--- src/rtl/snes_dejitter_core.sv ---
// CSYNC de-jitter core: measures line length, gates GCLK on short lines
// and delays the CSYNC fall to match. Lock FSM, sync-loss, bypass, SC divider.
//
// Ports:
//   MCLK_i      master clock, all logic on rising edge
//   RST_N_i     synchronous active-low reset
//   BYPASS_i    1 = pass-through, no gating
//   CSYNC_i     raw async composite sync
//   CSYNC_o     de-jittered composite sync
//   GCLK_EN_o   registered clock-gate enable for MCLK & GCLK_EN_o
//   SC_o        divided subcarrier reference
//   LOCKED_o    lock FSM is in LOCKED
//   LINE_LEN_o  length of last accepted line in clocks
//   STRETCH_o   one-clock pulse when a stretch starts
module snes_dejitter_core #(
    parameter int CNT_W      = 11,
    parameter int H_MIN      = 1024,
    parameter int H_SHORT    = 1360,
    parameter int STRETCH    = 4,
    parameter int LOCK_LINES = 8,
    parameter int SC_DIV     = 3,
    parameter int SYNC_STG   = 2
) (
    input  logic             MCLK_i,
    input  logic             RST_N_i,
    input  logic             BYPASS_i,
    input  logic             CSYNC_i,
    output logic             CSYNC_o,
    output logic             GCLK_EN_o,
    output logic             SC_o,
    output logic             LOCKED_o,
    output logic [CNT_W-1:0] LINE_LEN_o,
    output logic             STRETCH_o
);

    localparam int GW  = $clog2(STRETCH + 1);
    localparam int LW  = $clog2(LOCK_LINES + 1);
    localparam int SCW = $clog2(SC_DIV + 1);

    localparam logic [CNT_W-1:0] H_MAX   = {CNT_W{1'b1}};
    localparam logic [CNT_W-1:0] H_MIN_C = CNT_W'(H_MIN);
    localparam logic [CNT_W-1:0] H_SHT_C = CNT_W'(H_SHORT);
    localparam logic [CNT_W-1:0] H_NOM_C = CNT_W'(H_SHORT + STRETCH);

    typedef enum logic [1:0] {
        IDLE,
        TRACK,
        LOCKED
    } state_t;

    state_t              state_q, state_d;
    logic [SYNC_STG-1:0] sync_q, sync_d;
    logic                prev_q, prev_d;
    logic [CNT_W-1:0]    h_cnt_q, h_cnt_d;
    logic [CNT_W-1:0]    len_q, len_d;
    logic [GW-1:0]       g_cyc_q, g_cyc_d;
    logic [LW-1:0]       lock_q, lock_d;
    logic                cso_q, cso_d;
    logic                gclk_q, gclk_d;
    logic                st_q, st_d;
    logic [SCW-1:0]      sc_ctr_q, sc_ctr_d;
    logic                sc_q, sc_d;

    logic             csync_s;
    logic             fall;
    logic             h_sat;
    logic             line_start;
    logic             valid;
    logic             stretch_go;
    logic [CNT_W-1:0] len_now;

    always_comb begin
        csync_s    = sync_q[SYNC_STG-1];
        fall       = prev_q & ~csync_s;
        h_sat      = (h_cnt_q == H_MAX);
        line_start = fall && (h_cnt_q >= H_MIN_C) && !BYPASS_i;
        len_now    = h_sat ? H_MAX : h_cnt_q + 1'b1;
        valid      = (len_now == H_SHT_C) || (len_now == H_NOM_C);
        stretch_go = line_start && (state_q != IDLE) && (len_now == H_SHT_C);

        sync_d = {sync_q[SYNC_STG-2:0], CSYNC_i};
        prev_d = csync_s;

        h_cnt_d = h_cnt_q;
        if (BYPASS_i || line_start) begin
            h_cnt_d = '0;
        end else if (!h_sat) begin
            h_cnt_d = h_cnt_q + 1'b1;
        end

        len_d = line_start ? len_now : len_q;

        state_d = state_q;
        lock_d  = lock_q;
        if (BYPASS_i) begin
            state_d = IDLE;
            lock_d  = '0;
        end else if (line_start) begin
            unique case (state_q)
                IDLE: begin
                    state_d = TRACK;
                    lock_d  = '0;
                end
                TRACK: begin
                    if (!valid) begin
                        lock_d = '0;
                    end else begin
                        lock_d = lock_q + 1'b1;
                        if (lock_q == LW'(LOCK_LINES - 1)) begin
                            state_d = LOCKED;
                        end
                    end
                end
                LOCKED: begin
                    if (!valid) begin
                        state_d = TRACK;
                        lock_d  = '0;
                    end
                end
                default: begin
                    state_d = IDLE;
                    lock_d  = '0;
                end
            endcase
        end else if (h_sat) begin
            // no line start for 2^CNT_W clocks: sync lost
            state_d = IDLE;
            lock_d  = '0;
        end

        g_cyc_d = '0;
        if (!BYPASS_i) begin
            if (stretch_go) begin
                g_cyc_d = GW'(STRETCH);
            end else if (g_cyc_q != '0) begin
                g_cyc_d = g_cyc_q - 1'b1;
            end
        end

        gclk_d = BYPASS_i || (g_cyc_d == '0);
        st_d   = stretch_go;

        // hold CSYNC_o while the gate runs so its fall lands STRETCH later
        cso_d = cso_q;
        if (BYPASS_i || (!stretch_go && g_cyc_q <= GW'(1))) begin
            cso_d = csync_s;
        end

        sc_d     = sc_q;
        sc_ctr_d = sc_ctr_q + 1'b1;
        if (sc_ctr_q == SCW'(SC_DIV - 1)) begin
            sc_ctr_d = '0;
            sc_d     = ~sc_q;
        end
    end

    always_ff @(posedge MCLK_i) begin
        if (!RST_N_i) begin
            state_q  <= IDLE;
            sync_q   <= '1;
            prev_q   <= 1'b1;
            h_cnt_q  <= '0;
            len_q    <= '0;
            g_cyc_q  <= '0;
            lock_q   <= '0;
            cso_q    <= 1'b1;
            gclk_q   <= 1'b1;
            st_q     <= 1'b0;
            sc_ctr_q <= '0;
            sc_q     <= 1'b0;
        end else begin
            state_q  <= state_d;
            sync_q   <= sync_d;
            prev_q   <= prev_d;
            h_cnt_q  <= h_cnt_d;
            len_q    <= len_d;
            g_cyc_q  <= g_cyc_d;
            lock_q   <= lock_d;
            cso_q    <= cso_d;
            gclk_q   <= gclk_d;
            st_q     <= st_d;
            sc_ctr_q <= sc_ctr_d;
            sc_q     <= sc_d;
        end
    end

    assign CSYNC_o    = cso_q;
    assign GCLK_EN_o  = gclk_q;
    assign SC_o       = sc_q;
    assign LOCKED_o   = (state_q == LOCKED);
    assign LINE_LEN_o = len_q;
    assign STRETCH_o  = st_q;

endmodule

--- config.mk ---
export PLATFORM = sky130hd
export DESIGN_NAME = snes_dejitter_core
export DESIGN_NICKNAME = d
export VERILOG_FILES = /design/src/rtl/snes_dejitter_core.sv
export SDC_FILE = /design/constraint.sdc
export NUM_CORES = 1
export LEC_CHECK = 0
export BUFFER_PORTS_ARGS = -buffer_cell sky130_fd_sc_hd__buf_2
export CAP_MARGIN = 20
export CELL_PAD_IN_SITES_DETAIL_PLACEMENT = 2
export CELL_PAD_IN_SITES_GLOBAL_PLACEMENT = 2
export CORE_MARGIN = 2
export CORE_UTILIZATION = 31
export DETAILED_ROUTE_END_ITERATION = 10
export HOLD_SLACK_MARGIN = 0.1
export PLACE_DENSITY = 0.72
export SLEW_MARGIN = 10
export SYNTH_ARGS = -nofsm -noshare
export SYNTH_HDL_FRONTEND = slang
export SYNTH_SLANG_ARGS = --single-unit
--- constraint.sdc ---
create_clock -name MCLK_i -period 1.95 [get_ports MCLK_i]
set_input_delay 0.195 -clock MCLK_i [delete_from_list [all_inputs] [get_ports MCLK_i]]
set_output_delay 0.195 -clock MCLK_i [all_outputs]
set_load 0.02 [all_outputs]
==> results of run 1 <==
what timing repair did:
action,CTS,global route
gates resized for setup,3,6
hold buffers,1,0
pin swaps,0,1
hold endpoints to repair,1,0
setup buffers,0,3
setup endpoints to repair,1,16
stage by stage:
| step | instances | total power (W) | instance area, µm² | hold slack [ns] | TNS, ns |
|---|---|---|---|---|---|
| global placement | 313 | 0.000941 | 2110 | 0.378 | 0 |
| floorplan | 216 | 0.000910 | 1860 | 0.268 | 0 |
| detailed placement | 313 | 0.000943 | 2110 | 0.389 | 0 |
| global route | 325 | 0.00165 | 2280 | 0.152 | -0.0449 |
| finish | 325 | 0.00160 | 2280 | 0.145 | 0 |
| CTS | 322 | 0.00161 | 2240 | 0.139 | 0 |
power groups by stage:
stage / combinational, W / sequential, W / clock (W)
floorplan: 0.0000434 / 0.000867 / 0
global placement: 0.0000807 / 0.000860 / 0
detailed placement: 0.0000830 / 0.000860 / 0
CTS: 0.0000858 / 0.000841 / 0.000688
global route: 0.0000942 / 0.000843 / 0.000710
finish: 0.0000833 / 0.000841 / 0.000671
cell usage in the layout, fill, tap and decap left out, drive strengths merged, types with 3 or more instances in the layout:
| cell type | n |
|---|---|
| and3 | 3 |
| o21ai | 6 |
| ha | 5 |
| nor2b | 3 |
| nor2 | 42 |
| clkbuf | 5 |
| o22ai | 3 |
| nand2b | 6 |
| buf | 35 |
| a211oi | 6 |
| nand2 | 19 |
| dfxtp | 40 |
| mux2i | 4 |
| nor3 | 10 |
| a21oi | 4 |
| inv | 12 |
| nand4 | 4 |
| nand3 | 6 |
| o21a | 4 |
| xnor2 | 7 |
state kept, by name (all words and copies together) (netlist names):
register	count
LINE_LEN_o	11
h_cnt_q	11
lock_q	4
g_cyc_q	3
sc_ctr_q	2
state_q	2
sync_q	2
CSYNC_o	1
GCLK_EN_o	1
SC_o	1
STRETCH_o	1
prev_q	1
logic make-up (layout without fill, tap and decap cells):
| family | count (synthesis) | in the layout | share of synthesized area, % |
|---|---|---|---|
| buffers and inverters | 19 | 56 | 4.11 |
| adders and majority gates | 5 | 5 | 3.42 |
| muxes | 4 | 4 | 2.19 |
| AOI/OAI and AO/OA | 35 | 35 | 14.2 |
| DFF | 40 | 40 | 43.8 |
| and+or+nand+nor | 104 | 104 | 27.9 |
| xor gates and xnor gates | 9 | 9 | 4.32 |
metal layers:
layer | up-vias | wire length (µm) | GRT usage (%)
met1 | 835 | 2450 | 22.4
met3 | 5 | 136 | 3.56
li1 | 814 | - | -
met2 | 19 | 2510 | 28.1
met5 | - | 0 | 0
met4 | 0 | 76 | 6.95
worst max path at each step:
| stage | start | to | slack [ns] | depth (start not counted) |
|---|---|---|---|---|
| global route | h_cnt_q[1]$_SDFFE_PP0N_ | lock_q[1]$_SDFFE_PP0P_ | -0.03 | 7 |
| global placement | h_cnt_q[1]$_SDFFE_PP0N_ | lock_q[3]$_SDFFE_PP0P_ | 0.08 | 7 |
| floorplan | h_cnt_q[0]$_SDFFE_PP0N_ | GCLK_EN_o$_SDFF_PN1_ | 0.003 | 7 |
| finish | h_cnt_q[1]$_SDFFE_PP0N_ | CSYNC_o$_SDFFE_PN1P_ | 0.05 | 7 |
| CTS | h_cnt_q[1]$_SDFFE_PP0N_ | lock_q[1]$_SDFFE_PP0P_ | 0.03 | 7 |
| detailed placement | h_cnt_q[3]$_SDFFE_PP0N_ | lock_q[1]$_SDFFE_PP0P_ | 0.01 | 6 |
layout make-up:
| class | instances | area share [%] |
|---|---|---|
| Multi-Input combinational cell | 157 | 44.0 |
| Sequential cell | 40 | 35.4 |
| Clock buffer | 5 | 3.01 |
| Timing Repair Buffer | 36 | 10.0 |
| Inverter | 12 | 1.97 |
| Clock inverter | 3 | 1.64 |
| Tap cell | 72 | 3.94 |
cell usage after synthesis (all sizes together), types with 3 or more instances:
cell | number | area (µm²)
nand4 | 4 | 25.0
xnor2 | 7 | 61.3
o21ai | 6 | 30.0
and3 | 3 | 23.8
nand3 | 6 | 35.0
o22ai | 3 | 18.8
mux2i | 4 | 40.0
nand2 | 19 | 71.3
nor2b | 3 | 18.8
nand2b | 6 | 37.5
nor2 | 42 | 158
a211oi | 6 | 45.0
o21a | 4 | 30.0
a21oi | 4 | 20.0
inv | 12 | 45.0
ha | 5 | 62.6
dfxtp | 40 | 801
nor3 | 10 | 50.1
clkbuf | 6 | 22.5
==> metrics.txt, run 1 <==
result of the run=completed; full die area=0.00652 mm²; part of the power in registers=52.7%; via count of the routed design=1673; ordered list of cells on the worst path=ha_4, nand3_4, or3_4, a2111oi_4, buf_4, and4_4, nor3_1; Horiz. Die Dim=between 80 and 90 µm; Clock Sink Count=40; source-to-sink clock delay at the later pin of the worst-skew pair=0.29 ns; worst-case clock skew=0.00451 ns; P_sw=roughly 0.00036 W; worst flop-to-flop path endpoint=CSYNC_o$_SDFFE_PN1P_; fraction of registers with async set/reset=0%; Max Slew Vio Count=0; number of endpoints with negative hold slack in the final report=0; logic depth of the worst register-to-register path=7; maximum number of pins on one net before global-route repair=16; Post-Synthesis Net Count=about 230; transition time of the tightest slew-check pin=0.449 ns; CTS buffer count=5; gr ovfl total=0; flip-flop and latch count after synthesis=40; warning count from the yosys run=0; largest fanout on the critical path=4; global-route wire length before repair=8.56 mm; worst setup timing slack at the placement stage=between 0.01 and 0.015 ns; root cell of the clock tree=sky130_fd_sc_hd__clkbuf_8; Initial DRC Count=70; count of buffers from port buffering=19; Logic pwr share=approximately 5.2%; final weighted congestion in routability-driven placement=0.795; diode count=0; I/O pin total=20; synth-to-layout area growth=25.1%; Crit Path Class=register to register; crit path setup slack, layout=0.0476 ns; CORE AREA=0.00561 mm²; share of power burned in the clock network=between 40% and 50%; Max Clk Rate=about 0.53 GHz; number of cells on the worst hold path=2; commonest register cell after synthesis=sky130_fd_sc_hd__dfxtp_1; worst min-delay path class=input port to register; startpoint type of the worst setup path=register; number of rows in the core area=27; y dimension of the die=80.8 µm; Max Cap Violations=0; launching point of the worst reg2reg path=h_cnt_q[1]$_SDFFE_PP0N_; count of different cell masters after synthesis=41; Largest delay share family, worst path=simple AND/OR/NAND/NOR gates; Slowest cell on crit path=sky130_fd_sc_hd__a2111oi_4; filler instances=669; combined area of the multi-input logic cells=0.00100 mm²; Worst EP arrival=between 2 and 2.5 ns; maximum resistive drop on vdd=between 0.0004 and 0.0005 V; ratio of cells with drive above 1 in the final layout=a little under a quarter; buffers plus inverters on the worst setup path=1; Finish-stage setup viols=0; Endpoint, Worst Hold=sync_q[0]$_SDFF_PN1_; clock tree from TritonCTS=done; final antenna-violating net count=0; First-pass DRT Iterations=4; minimum setup slack among reg-to-reg paths=0.05 ns; number of global-route vias before repair=~1700; biggest cell delay along the critical path=0.40 ns; number of synthesized flops with an enable pin=0; summed instance area of the synthesized netlist=0.00183 mm²; Clock Path Buffers=2; number of remaining DRC errors=0; final net count=261; Switching Share=22.3%; RSZ-0062 raised after global routing=true; post-DR wirelength/cell=around 16 µm; total track usage=17.2%; via/cell ratio=5.15; Worst Setup End Kind=register; flip-flop and latch area=about 810 µm²; antenna violations before repair=0; final critical-path share of the clock period=97.6%; half-perimeter wire length after placement=3.66 mm; Mapped Avg Cell Area=8.46 µm²; Initial Util=32.6%; launch point of the worst hold path=RST_N_i; clock slew seen by the registers of the worst setup and hold paths=0.08 ns; gate count after technology mapping=around 220; power density of the placed cells=around 700 mW/mm²; leakage power=between 0.8 and 0.9 nW; clock period minus worst slack=1.90 ns; data required time at the worst endpoint=2.13 ns; max_slew headroom=70.0%; H-tree levels=2; internal power=between 0.001 and 0.0015 W; drt total wl=5.17 mm; Util after Layout=40.7%; sequential share of the synthesized area=43.8%
(Power assumes the default switching activity.)
==> run 2, diff against run 1 <==
Settings changed: CAP_MARGIN 20 to not set, SETUP_SLACK_MARGIN set to 0.4.
==> run 2 against run 1 <==
Net effect:
- fmax barely moved
- critical endpoint is now GCLK_EN_o$_SDFF_PN1_
- first-iteration DRC count fell by 40%
- critical path type unchanged
- hold slack lost 0.0010 ns
- count of clock-buffer cells in the layout grew 1
- setup slack better by 0.0011 ns
- global-route usage is 0.73 points higher
- final cell count is 1.8% higher
==> metrics.txt, run 2 (synthesis gave the netlist of run 1 again) <==
result of the run=completed; largest fanout on the critical path=5; via/cell ratio=approximately 5.1; launching point of the worst reg2reg path=h_cnt_q[1]$_SDFFE_PP0N_; transition time of the tightest slew-check pin=0.472 ns; via count of the routed design=1702; y dimension of the die=80.8 µm; final critical-path share of the clock period=97.5%; launch point of the worst hold path=RST_N_i; logic depth of the worst register-to-register path=7; final instance count without filler cells=331; Horiz. Die Dim=80.8 µm; Crit. Startpoint=h_cnt_q[1]$_SDFFE_PP0N_; ratio of cells with drive above 1 in the final layout=34.0%; half-perimeter wire length after placement=about 3.7 mm; Worst Setup End Kind=register; worst flop-to-flop path endpoint=GCLK_EN_o$_SDFF_PN1_; worst-case clock skew=~0.0065 ns; instance count after placement with tap cells included=310; full die area=0.00652 mm²; Initial Util=roughly a third; clock slew seen by the registers of the worst setup and hold paths=around 0.080 ns; most common cell after layout, fill and taps aside=sky130_fd_sc_hd__nor2_1; RSZ-0062 raised after global routing=true; number of endpoints with negative hold slack in the final report=0; final net count=267; met1 GRT Util=22.3%; source-to-sink clock delay at the later pin of the worst-skew pair=0.29 ns; worst min-delay path class=input port to register; synth-to-layout area growth=35.5%; total track usage=between 15 and 20%; max_slew headroom=roughly two thirds; final antenna-violating net count=0; global-route met3 utilization=about 3.8%; commonest cells after routing, fill and taps aside=36 x sky130_fd_sc_hd__nor2_1, 32 x sky130_fd_sc_hd__dfxtp_1, 19 x sky130_fd_sc_hd__nand2_1, 19 x sky130_fd_sc_hd__buf_2, 17 x sky130_fd_sc_hd__buf_4; Worst EP arrival=2.07 ns; maximum resistive drop on vdd=0.000417 V; ordered list of cells on the worst path=ha_4, nand3_4, or3_4, a2111oi_4, buf_4, and3_4, o31ai_2; dpl cell area=0.00209 mm²; Util after Layout=44.1%; First-pass DRT Iterations=4; final design instance area without fill=0.00247 mm²; leakage power=0.952 nW; maximum number of pins on one net before global-route repair=16; root cell of the clock tree=sky130_fd_sc_hd__clkbuf_8; power density of the placed cells=roughly 650 mW/mm²; count of buffers from port buffering=19; Clock Sink Count=40; global routing's busiest layer=met2; met2 track demand over resource=between 30% and 40%; H-tree levels=2; Clock Path Buffers=2; minimum setup slack among reg-to-reg paths=just under 0.05 ns; Max Clk Rate=about 0.53 GHz; Max Cap Violations=0; post-DR wirelength/cell=17.9 µm; Slowest cell on crit path=sky130_fd_sc_hd__dfxtp_4; I/O pin total=20; drt total wl=5.92 mm; Finish-stage setup viols=0; Initial DRC Count=42; number of remaining DRC errors=0; biggest cell delay along the critical path=0.36 ns; startpoint type of the worst setup path=register; data required time at the worst endpoint=2.12 ns; global-route wire length before repair=around 8.9 mm; final weighted congestion in routability-driven placement=0.767; antenna violations before repair=0; CTS buffer count=5; gr ovfl total=0; Crit Path Class=register to register; clock tree from TritonCTS=done; CORE AREA=0.00561 mm²; Critical path destination=GCLK_EN_o$_SDFF_PN1_; clock period minus worst slack=1.90 ns; Max Slew Vio Count=0; number of global-route vias before repair=1797; diode count=0; number of rows in the core area=27
-- run 2: layer usage --
layer / part of all wire [%] / up-vias
li1: - / 825
met1: 45 / 843
met2: 51 / 25
met3: 2.0 / 9
met4: 1.2 / 0
met5: 0 / -
-- run 2: repair_timing --
item | CTS | global route
endpoints found under the hold margin | 1 | 0
setup endpoints to repair | 28 | 30
hold buffers | 1 | 0
gates cloned | 0 | 0
buffers inserted | 6 | 6
resized for setup | 20 | 21
pin swaps | 9 | 6
-- run 2: worst max-delay path, delay by kind of cell, from the launching register on --
family / cells / cell delay, ns
and+or+nand+nor: 3 / 0.65
AOI/OAI and AO/OA: 2 / 0.41
DFF: 1 / 0.36
buffers and inverters: 1 / 0.19
adders and majority gates: 1 / 0.15
-- run 2: cell type report --
class | instances | area [µm²]
fill | 637 | 3130
multi-input combinational | 157 | 1110
tap | 72 | 90.1
clock inverter | 2 | 35.0
sequential | 40 | 816
inverter | 12 | 45.0
timing repair buffer | 42 | 302
clock buffer | 6 | 72.6
-- run 2: how the worst min path moves through the flow --
stage | cells after the start | end
4_1_cts | 2 | sync_q[1]$_SDFF_PN1_
3_5_place_dp | 2 | sync_q[0]$_SDFF_PN1_
5_1_grt | 2 | sync_q[0]$_SDFF_PN1_
2_1_floorplan | 1 | sync_q[0]$_SDFF_PN1_
6_report | 2 | sync_q[0]$_SDFF_PN1_
3_3_place_gp | 2 | sync_q[0]$_SDFF_PN1_
-- run 2: report_power, final --
part | total [W] | switching, W | internal (W)
Clock | 0.000682 | 0.000302 | 0.000380
Sequential | 0.000841 | 0.00000869 | 0.000832
Combinational | 0.0000877 | 0.0000524 | 0.0000354
-- run 2: stage by stage --
step	setup WS, ns	total power (W)	setup TNS [ns]	hold WS [ns]
6_report	0.0486	0.00161	0	0.144
4_1_cts	0.0400	0.00162	0	0.148
5_1_grt	-0.0284	0.00166	-0.132	0.157
3_3_place_gp	-0.0498	0.000936	-0.203	0.376
3_5_place_dp	-0.113	0.000942	-0.839	0.388
2_1_floorplan	0.00508	0.000910	0	0.268
